$ cat src/rtl/ula_issue.sv
// Execute-stage issue register feeding the ULA: decodes one RV32I instruction per
// handshake into ULA select and operands, behind a two-entry skid buffer.
module ula_issue #(
  parameter int WIDTH = 32
) (
  input  logic             clk,
  input  logic             reset_n,
  input  logic             flush_in,
  input  logic             valid_in,
  output logic             ready_in,
  input  logic [6:0]       opcode_in,
  input  logic [2:0]       funct3_in,
  input  logic             funct7b5_in,
  input  logic [WIDTH-1:0] rs1_data_in,
  input  logic [WIDTH-1:0] rs2_data_in,
  input  logic [WIDTH-1:0] imm_in,
  input  logic [WIDTH-1:0] pc_in,
  output logic             valid_out,
  input  logic             ready_out,
  output logic [WIDTH-1:0] data1_out,
  output logic [WIDTH-1:0] data2_out,
  output logic [3:0]       select_ula_out,
  output logic             illegal_out
);
  localparam logic [3:0] ULA_NOP  = 4'b0000;
  localparam logic [3:0] ULA_ADD  = 4'b0001;
  localparam logic [3:0] ULA_SUB  = 4'b0010;
  localparam logic [3:0] ULA_SLL  = 4'b0011;
  localparam logic [3:0] ULA_SLT  = 4'b0100;
  localparam logic [3:0] ULA_SLTU = 4'b0101;
  localparam logic [3:0] ULA_SRL  = 4'b0110;
  localparam logic [3:0] ULA_SRA  = 4'b0111;
  localparam logic [3:0] ULA_XOR  = 4'b1000;
  localparam logic [3:0] ULA_OR   = 4'b1001;
  localparam logic [3:0] ULA_AND  = 4'b1010;

  localparam logic [6:0] OPC_OP     = 7'b0110011;
  localparam logic [6:0] OPC_OP_IMM = 7'b0010011;
  localparam logic [6:0] OPC_LUI    = 7'b0110111;
  localparam logic [6:0] OPC_AUIPC  = 7'b0010111;
  localparam logic [6:0] OPC_LOAD   = 7'b0000011;
  localparam logic [6:0] OPC_STORE  = 7'b0100011;
  localparam logic [6:0] OPC_BRANCH = 7'b1100011;
  localparam logic [6:0] OPC_JAL    = 7'b1101111;
  localparam logic [6:0] OPC_JALR   = 7'b1100111;

  localparam int             EW       = 2 * WIDTH + 5;
  localparam logic [WIDTH-1:0] LINK_OFS = WIDTH'(4);

  logic [3:0]       base_sel;
  logic [3:0]       dec_sel;
  logic [WIDTH-1:0] dec_d1;
  logic [WIDTH-1:0] dec_d2;
  logic             dec_ill;
  logic [EW-1:0]    dec_e;
  logic [EW-1:0]    o_e;
  logic [EW-1:0]    s_e;
  logic             o_valid;
  logic             s_valid;
  logic             in_fire;
  logic             out_fire;

  // funct3 map shared by OP and OP-IMM; funct7b5 only distinguishes SRA here.
  always_comb begin
    case (funct3_in)
      3'b000:  base_sel = ULA_ADD;
      3'b001:  base_sel = ULA_SLL;
      3'b010:  base_sel = ULA_SLT;
      3'b011:  base_sel = ULA_SLTU;
      3'b100:  base_sel = ULA_XOR;
      3'b101:  base_sel = funct7b5_in ? ULA_SRA : ULA_SRL;
      3'b110:  base_sel = ULA_OR;
      default: base_sel = ULA_AND;
    endcase
  end

  always_comb begin
    dec_sel = ULA_NOP;
    dec_d1  = '0;
    dec_d2  = '0;
    dec_ill = 1'b0;
    case (opcode_in)
      OPC_OP: begin
        dec_d1  = rs1_data_in;
        dec_d2  = rs2_data_in;
        dec_sel = (funct3_in == 3'b000 && funct7b5_in) ? ULA_SUB : base_sel;
      end
      OPC_OP_IMM: begin
        dec_d1  = rs1_data_in;
        dec_d2  = imm_in;
        dec_sel = (funct3_in == 3'b000) ? ULA_ADD : base_sel;
        if (funct3_in == 3'b001 || funct3_in == 3'b101)
          dec_d2 = {{(WIDTH-5){1'b0}}, imm_in[4:0]};
        dec_ill = (funct3_in == 3'b001) && funct7b5_in;
      end
      OPC_LUI: begin
        dec_d2  = imm_in;
        dec_sel = ULA_ADD;
      end
      OPC_AUIPC: begin
        dec_d1  = pc_in;
        dec_d2  = imm_in;
        dec_sel = ULA_ADD;
      end
      OPC_LOAD, OPC_STORE: begin
        dec_d1  = rs1_data_in;
        dec_d2  = imm_in;
        dec_sel = ULA_ADD;
      end
      OPC_BRANCH: begin
        dec_d1 = rs1_data_in;
        dec_d2 = rs2_data_in;
        case (funct3_in[2:1])
          2'b00:   dec_sel = ULA_SUB;
          2'b10:   dec_sel = ULA_SLT;
          2'b11:   dec_sel = ULA_SLTU;
          default: dec_ill = 1'b1;
        endcase
      end
      OPC_JAL, OPC_JALR: begin
        dec_d1  = pc_in;
        dec_d2  = LINK_OFS;
        dec_sel = ULA_ADD;
      end
      default: dec_ill = 1'b1;
    endcase
    // Every illegal entry presents as a NOP with zero operands.
    if (dec_ill) begin
      dec_sel = ULA_NOP;
      dec_d1  = '0;
      dec_d2  = '0;
    end
  end

  assign dec_e = {dec_d1, dec_d2, dec_sel, dec_ill};

  // Handshake: a transfer happens on a rising edge where valid and ready are
  // both high; valid and payload hold steady until that transfer.
  assign ready_in = !s_valid;
  assign in_fire  = valid_in && ready_in;
  assign out_fire = o_valid && ready_out;

  // S is only ever occupied while O is, so draining S never races an input.
  always_ff @(posedge clk or negedge reset_n) begin
    if (!reset_n) begin
      o_valid <= 1'b0;
      s_valid <= 1'b0;
      o_e     <= '0;
      s_e     <= '0;
    end else if (flush_in) begin
      o_valid <= 1'b0;
      s_valid <= 1'b0;
    end else if (!o_valid || out_fire) begin
      if (s_valid) begin
        o_e     <= s_e;
        o_valid <= 1'b1;
        s_valid <= 1'b0;
      end else if (in_fire) begin
        o_e     <= dec_e;
        o_valid <= 1'b1;
      end else begin
        o_valid <= 1'b0;
      end
    end else if (in_fire) begin
      s_e     <= dec_e;
      s_valid <= 1'b1;
    end
  end

  assign valid_out      = o_valid;
  assign data1_out      = o_e[EW-1 -: WIDTH];
  assign data2_out      = o_e[WIDTH+4 -: WIDTH];
  assign select_ula_out = o_e[4:1];
  assign illegal_out    = o_e[0];

endmodule

$ cat config.mk
export PLATFORM = sky130hd
export DESIGN_NAME = ula_issue
export DESIGN_NICKNAME = d
export VERILOG_FILES = /design/src/rtl/ula_issue.sv
export SDC_FILE = /design/constraint.sdc
export NUM_CORES = 1
export LEC_CHECK = 0
export BUFFER_PORTS_ARGS = -buffer_cell sky130_fd_sc_hd__buf_2
export CELL_PAD_IN_SITES_DETAIL_PLACEMENT = 1
export CELL_PAD_IN_SITES_GLOBAL_PLACEMENT = 1
export CORE_MARGIN = 5
export CORE_UTILIZATION = 30
export DETAILED_ROUTE_END_ITERATION = 6
export PLACE_DENSITY_LB_ADDON = 0.1
export SETUP_SLACK_MARGIN = 0.02
export SLEW_MARGIN = 0
export SYNTH_ARGS = -nofsm -noshare
export SYNTH_HDL_FRONTEND = slang
export SYNTH_SLANG_ARGS = --single-unit
$ cat constraint.sdc
create_clock -name clk -period 2.7 [get_ports clk]
set_input_delay 0 -clock clk [delete_from_list [all_inputs] [get_ports clk]]
set_output_delay 0 -clock clk [all_outputs]
set_load 0.03 [all_outputs]
**After elaboration in Yosys (flattened, before gate mapping)**

Cells that the tools add are included.

- Register bits after elaboration: 140
- Input bits: 144
- Output and inout port bits: 71

- Equality and inequality tests: 17
- Mux-type cells: 23
- Bitwise logic cells: 2
- Reduce and logical (&&, ||, !) cells: 23

Operators by type and width:

| kind | number |
|---|---|
| $mux 69 | 2 |
| $pmux 32 s4 | 1 |
| $mux 32 | 3 |
| $pmux 32 s2 | 1 |
| $pmux 4 s7 | 1 |
| $eq 7x6->1 const B | 3 |
| $eq 7x7->1 const B | 3 |
| $pmux 4 s4 | 1 |
| $eq 7x5->1 const B | 2 |
| $mux 4 | 3 |
| $eq 3x3->1 const B | 3 |
| $mux 1 | 9 |
| $pmux 3 s3 | 1 |
| $eq 7x2->1 const B | 1 |
| $reduce_or 7->1 | 1 |
| $eq 3x2->1 const B | 2 |
| $reduce_and 3->1 | 2 |
| $reduce_or 3->1 | 2 |
| $reduce_or 6->1 | 1 |
| $reduce_or 5->1 | 1 |
| $eq 2x2->1 const B | 2 |
| $logic_and 1x1->1 | 4 |
| $reduce_bool 2->1 | 2 |
| $reduce_or 2->1 | 2 |
| 9 further kinds | 12 |

**Longest topological paths before layout**

Gate-level depths: netlist of the first run.

- Word-level depth: 7
- Depth in mapped cells: 8
- Depth with buffers taken out: 5

**Worst setup path after synthesis of the first run**

No wires, ideal clock.

- Path kind: reg2reg
- Start: register o_valid, in the netlist valid_out
- End: register o_e[20]
- Setup time: 0.080 ns
- Arrival: 1.850 ns
- Path slack: 0.770 ns
- Cell stages (with the launch flop): 7
- Period minus slack after synthesis: 1.930 ns
- Cell sequence: dfrtp_1 > nor2b_1 > nor3_1 > clkbuf_1 > clkbuf_1 > nor2_1 > o22ai_2

- Word-level cells in the longest chain between the ends: 3
- Elaborated cells between the ends (all ways): 4
- Classes of those cells: 4 x reduce/logical

RTL lines:

| what | line | RTL |
|---|---|---|
| from (decl) | 58 | `logic o_valid;` |
| from (signal assigned) | 146 | `o_valid <= 1'b0;` |
| from (signal assigned) | 151 | `o_valid <= 1'b0;` |
| from (signal assigned) | 156 | `o_valid <= 1'b1;` |
| $logic_not 1->1 / $logic_and 1x1->1 (equally long branches) | 153, 141 |  |
| $logic_or 1x1->1 * | 153 | `end else if (!o_valid \|\| out_fire) begin` |
| $reduce_and 3->1 (no line) * | n/a |  |
| to (signal assigned) | 148 | `o_e <= '0;` |
| to (signal assigned) | 155 | `o_e <= s_e;` |
| to (signal assigned) | 159 | `o_e <= dec_e;` |
| to (decl) | 56 | `logic [EW-1:0] o_e;` |

Every way passes the cells marked *; elsewhere a longest branch is shown, timed or not.
A chain may end at the register's enable or synchronous reset.

**Worst setup path after layout of the first run**

- Start: input opcode_in[4]
- End: register s_e[25]

- Word-level cells in the longest chain between the ends: 4
- Elaborated cells between the ends (all ways): 16
- Classes of those cells: 9 x eq/ne; 3 x mux; 4 x reduce/logical

RTL lines:

| what | line | RTL |
|---|---|---|
| from (decl) | 11 | `input logic [6:0] opcode_in,` |
| $eq 7x7->1 (tied with other cells) | 82 | `case (opcode_in)` |
| $reduce_or 7->1 (no line) (tied with other cells) | n/a |  |
| $pmux 1 s3 / $pmux 32 s4 (equally long branches) | 82 |  |
| $mux 32 * | 128 | `if (dec_ill) begin` |
| to (signal assigned) | 149 | `s_e <= '0;` |
| to (signal assigned) | 165 | `s_e <= dec_e;` |
| to (decl) | 57 | `logic [EW-1:0] s_e;` |

Marks and branches as above.

==> results of run 1 <==
-- worst max path at each step --
stage	from	to	slack, ns
final	opcode_in[4]	s_e[25]$_DFFE_PN0P_	0.64
after global routing	opcode_in[4]	s_e[11]$_DFFE_PN0P_	0.49
after CTS	opcode_in[4]	s_e[25]$_DFFE_PN0P_	0.64
after detailed placement	valid_out$_DFFE_PN0N_	o_e[8]$_DFFE_PN0P_	0.71
after global placement	valid_out$_DFFE_PN0N_	o_e[25]$_DFFE_PN0P_	0.81
after floorplan	valid_out$_DFFE_PN0N_	o_e[20]$_DFFE_PN0P_	0.77
-- power breakdown --
| group | total [mW] | switching, mW | internal, mW |
|---|---|---|---|
| combinational | 1.09 | 0.675 | 0.412 |
| clock | 2.42 | 0.941 | 1.48 |
| sequential | 2.34 | 0.0924 | 2.25 |
| total | 5.85 | 1.71 | 4.14 |
-- routing by layer --
layer | vias to the layer above | track usage (%) | share of wire [%]
met3 | 28 | 3.73 | 4.9
met2 | 168 | 35.2 | 51
li1 | 3096 | - | -
met1 | 3285 | 24.1 | 42
met5 | - | 0 | 0.029
met4 | 2 | 6.54 | 1.8
-- tightest hold or removal path, delay by kind of cell --
family                 cells  cell delay (ns)
AOI/OAI and AO/OA          2             0.30
buffers and inverters      1             0.07
-- Yosys cell counts (all sizes together), types with 2 or more instances --
cell type / count
a21o: 2
a21oi: 71
a22oi: 64
and3: 7
buf: 14
clkbuf: 42
dfrtp: 140
inv: 3
nand2: 79
nand2b: 3
nand3: 6
nor2: 67
nor2b: 6
nor3: 2
nor4bb: 2
o211ai: 3
o21a: 3
o21ai: 75
o22ai: 60
-- cell families (layout without fill, tap and decap cells) --
family | after synthesis | in the layout | share of synthesized area [%]
DFF | 140 | 140 | 55.4
AOI/OAI and AO/OA | 287 | 287 | 28.2
buffers and inverters | 59 | 397 | 3.82
xor gates and xnor gates | 1 | 1 | 0.138
and+or+nand+nor | 182 | 182 | 12.5
-- state kept, by name, indices dropped and copies added (netlist names) --
name       flops
s_valid        1
valid_out      1
s_e           69
o_e           69
-- per-stage QoR --
step	setup slack (ns)	util [%]	cell area [sq um]	total power, mW	instances
detailed placement	0.709	36.8	7690	3.37	1117
global route	0.486	46.1	9640	6.12	1282
CTS	0.644	46.1	9640	5.92	1282
floorplan	0.770	-	6330	2.93	669
finish	0.636	46.1	9640	5.85	1282
global placement	0.813	36.8	7690	3.34	1117
-- final cells by class --
| type | instances | area [sq um] |
|---|---|---|
| flip-flops and latches | 140 | 3500 |
| fillers | 2432 | 11300 |
| clock inverters | 13 | 166 |
| clock buffers | 18 | 439 |
| inverters | 3 | 11.3 |
| repair buffers | 363 | 2570 |
| well taps | 275 | 344 |
| multi-input cells | 470 | 2600 |
-- cell usage in the layout (no fill, tap or decap), types with 5 or more instances in the layout --
cell type,instances
dlygate4sd3_1,134
nand3_1,5
and3_1,7
nand2_1,78
buf_4,12
o22ai_1,51
nor2b_1,6
clkbuf_16,17
o21ai_0,71
nor2_1,66
dfrtp_1,139
a22oi_1,63
o22ai_2,9
a21oi_1,70
buf_2,213
-- repair_timing --
action | CTS | global route
hold buffers | 134 | 0
setup endpoints to repair | 0 | 0
endpoints found under the hold margin | 208 | 0
==> results.toml, run 1 <==
[drt]
routed_wl_um = 23800
avgRoutedWirePerCell_um = 18.6
drc = 0
ant_nets = 0
firstDrtPassIters = 6
num_vias = 6579
viasPerCell = 5.13
drtIter0Drc = 274

[critical_path]
end_kind = "flop"
cp.depth = 8
start_kind = "input port"
slowest_stage = "dlygate4sd3_1"
path_cells = "buf_2, nor2b_1, o21ai_0, nor2_2, buf_12, a22oi_1, dlygate4sd3_1, o21ai_0"
reg2reg_from = "valid_out$_DFFE_PN0N_"
cp_max_fo = 22
r2r-end = "o_e[13]$_DFFE_PN0P_"
crit_type = "in2reg"
cp_common_cell = "o21ai_0"
worst_r2r_path_depth = 6
reg2reg_setup_slack_ns = 0.71
crit_family = "buffers and inverters"
worstPathRequired_ns = 3.03
worst-path-buf-inv = 3
cpPeakStageDelay_ns = 0.62
crit_arrival_ns = 2.39

[yosys]
yosysUniqueCellTypes = 43
synth_edf_count = 0
syn-num-nets = 813
ys_warn_count = 0
synth_top_cell_area_share_pct = 55.4
yosys-top-cells-area = "dfrtp_1, a22oi_1, a21oi_1"
async_reset_ff_share_pct = 100
ys_seq_area_share_pct = 55.4
dominantRegCellSynth = "dfrtp_1"
synth_area_leader_cell = "dfrtp_1"
syn_avg_cell_area_sq_um = 9.46
netlist_instances = 669
syn_area_sq_um = 6330
synth_seq_cells = 140

[hold_path]
worstHoldPathCells = 3
hp-class = "in2reg"
hold_start = "pc_in[5]"
min_to = "o_e[42]$_DFFE_PN0P_"

[clock_network]
cts_max_path_buffers = 2
clk_pin_slew_ns = 0.06
cts_buffers = 17
clock-sinks = 140
cts_resized = 0
post_cts_buffers = 0
cts_root_buf = "clkbuf_16"
htree_levels = 4
cts_tree = "yes"
clk_latency_ns = 0.42

[floorplanning]
core_area_sq_um = 20900
fp.dieW_um = 155
die_h_um = 155
ios = 215
die_area_sq_um = 24100
initial_utilization_pct = 30.3
core.rowCount = 53

[place]
dpl.hpwl_um = 14500
place_congestion = 0.886
io_buffers = 214

[global_routing]
grt_pass1_vias = 7437
grt_max_degree = 80
track_usage_pct = 19.8
grt_overflow = 0
grt_antenna_before_repair = 1
grt_pass1_wl_um = 38700

[pwr]
powerDensity_nw_per_um2 = 607
ir_worst_vdd_mv = 0.396
leakagePower_nw = 4.16

[timing]
finalCriticalPeriod_ns = 2.06
clock-skew-final_ns = 0.0101
tightestPinTransition_ns = 0.923
fin_hold_ws_ns = 0.0190
fin_setup_tns_ns = 0
fmax_mhz = 484
final-max-slew-violation-count = 0
setup_viol = 0
slew_headroom_pct = 38.5
hold_violations = 0
rsz0062_at_grt = "false"
period_share_pct = 76.4

[status]
outcome = "finished clean"

[layout]
n_antenna_cell = 0
drive_gt1_share_pct = 27.6
syn_to_final_growth_pct = 52.3
fin_nets = 1139

[job]
cap_violations = 0
(Power assumes the default switching activity.)
==> inputs of run 2 (changes only) <==
==> constraint.sdc (replaced) <==
create_clock -name clk -period 1.8 [get_ports clk]
set_input_delay 0 -clock clk [delete_from_list [all_inputs] [get_ports clk]]
set_output_delay 0 -clock clk [all_outputs]
set_load 0.03 [all_outputs]
==> results.toml, run 2 (same netlist as run 1, synthesis figures left out) <==
[floorplanning]
initial_utilization_pct = 30.3
core_area_sq_um = 20900
fp.dieW_um = 155
die_area_sq_um = 24100
ios = 215
core.rowCount = 53
die_h_um = 155

[clock_network]
clk_pin_slew_ns = 0.06
cts_tree = "yes"
clk_latency_ns = 0.42
cts_buffers = 17
clock-sinks = 140
cts_max_path_buffers = 2
cts_root_buf = "clkbuf_16"
htree_levels = 4

[critical_path]
critPathLaunch = "valid_out$_DFFE_PN0N_"
start_kind = "flop"
crit_type = "reg2reg"
cp_max_fo = 18
worst_r2r_path_depth = 6
worst-path-buf-inv = 1
reg2reg_from = "valid_out$_DFFE_PN0N_"
crit_family = "simple AND/OR/NAND/NOR gates"
slowest_stage = "dfrtp_2"
crit_arrival_ns = 2.06
worstPathRequired_ns = 2.13
end_kind = "flop"
r2r-end = "o_e[40]$_DFFE_PN0P_"
cpPeakStageDelay_ns = 0.40
reg2reg_setup_slack_ns = 0.07
path_cells = "nor2b_4, or3_4, nor2_4, nand2_8, buf_16, o22ai_1"

[layout]
final_common_cell = "buf_2"
syn_to_final_growth_pct = 57.8
multiInputGateArea_sq_um = 2660
drive_gt1_share_pct = 29.5
layout.cells.most_common_list = "buf_2, dfrtp_1, dlygate4sd3_1, nand2_1, a21oi_1"
fin_nets = 1156
n_antenna_cell = 0
regArea_sq_um = 3510
fill_cells = 2354
design_area_sq_um = 9980
largestRegisters = "o_e: 69 flops, s_e: 69 flops"

[place]
dpl_cell_area_sq_um = 7880
place_congestion = 0.812
dpl.hpwl_um = 15400
io_buffers = 214

[global_routing]
grt_pass1_vias = 7559
track_usage_pct = 20.9
grt_antenna_before_repair = 1
grt_overflow = 0
grt_max_degree = 51
grt_pass1_wl_um = 40600

[drt]
num_vias = 6775
firstDrtPassIters = 5
routed_wl_um = 25300
avgRoutedWirePerCell_um = 19.5
viasPerCell = 5.21
drtIter0Drc = 284
drc = 0
ant_nets = 0

[status]
outcome = "finished clean"

[pwr]
finalPower_mw = 8.97
powerDensity_nw_per_um2 = 899
ir_worst_vdd_mv = 0.636
leakagePower_nw = 4.39

[timing]
slew_headroom_pct = 43.7
setup_viol = 0
final-max-slew-violation-count = 0
tightestPinTransition_ns = 0.845
period_share_pct = 96.3
hold_violations = 0
rsz0062_at_grt = "true"
finalCriticalPeriod_ns = 1.73
clock-skew-final_ns = 0.0102
fmax_mhz = 577

[job]
cap_violations = 0

[hold_path]
hold_start = "valid_in"
hp-class = "in2reg"
min_to = "s_e[2]$_DFFE_PN0P_"
worstHoldPathCells = 4
==> run 2: changes by cell type in the layout (fill, tap and decap cells not counted), sizes merged <==
cell,before,now
inv,6,5
bufinv,3,4
buf,229,246
clkinvlp,3,5
clkinv,4,3
==> run 2: layout make-up <==
type	instances	share of cell area, %
flip-flops and latches	140	35.1
repair buffers	380	28.4
multi-input cells	470	26.7
clock buffers	18	4.30
well taps	275	3.45
clock inverters	14	1.94
inverters	3	0.113
==> run 2: metal layers <==
metal | global-route usage, % | vias to the layer above | part of all wire (%)
met3 | 4.98 | 25 | 6.2
met4 | 5.25 | 2 | 1.5
met5 | 0 | - | 0.028
li1 | - | 3139 | -
met2 | 36.1 | 203 | 50
met1 | 26.4 | 3406 | 43
==> run 2: what timing repair did <==
item | in CTS | in global routing
buffers inserted | 1 | 0
cloned | 3 | 0
endpoints found under the hold margin | 224 | 0
hold buffers | 134 | 0
pin swaps | 1 | 1
gates resized for setup | 6 | 9
setup endpoints to repair | 17 | 75
==> run 2: how the worst max path moves through the flow <==
stage / cells after the start / endpoint
6_report: 6 / o_e[40]$_DFFE_PN0P_
5_1_grt: 6 / o_e[58]$_DFFE_PN0P_
4_1_cts: 6 / o_e[62]$_DFFE_PN0P_
3_5_place_dp: 6 / s_e[38]$_DFFE_PN0P_
3_3_place_gp: 6 / o_e[56]$_DFFE_PN0P_
2_1_floorplan: 8 / o_e[61]$_DFFE_PN0P_
==> run 2: metrics by stage <==
step / worst slack, ns / std cells / utilization, % / setup TNS (ns) / hold WS, ns
finish: 0.0672 / 1300 / 47.8 / 0 / 0.0567
floorplan: 0.00443 / 669 / - / 0 / -0.296
global placement: -0.0479 / 1130 / 37.7 / -0.320 / -0.0288
detailed placement: -0.159 / 1130 / 37.7 / -5.94 / -0.0199
global route: -0.0167 / 1300 / 47.8 / -0.0325 / 0.0681
CTS: 0.0246 / 1300 / 47.7 / 0 / 0.0359
==> run 2: worst min-delay path: cells and delay by family <==
family                 cells  cell delay, ns
buffers and inverters      1            0.12
and+or+nand+nor            3            0.31
==> run 2: power by group <==
| group | internal [mW] | leakage (nW) | switching (mW) |
|---|---|---|---|
| combinational | 0.681 | 2.28 | 1.05 |
| clock | 2.32 | 0.289 | 1.41 |
| sequential | 3.37 | 1.82 | 0.140 |
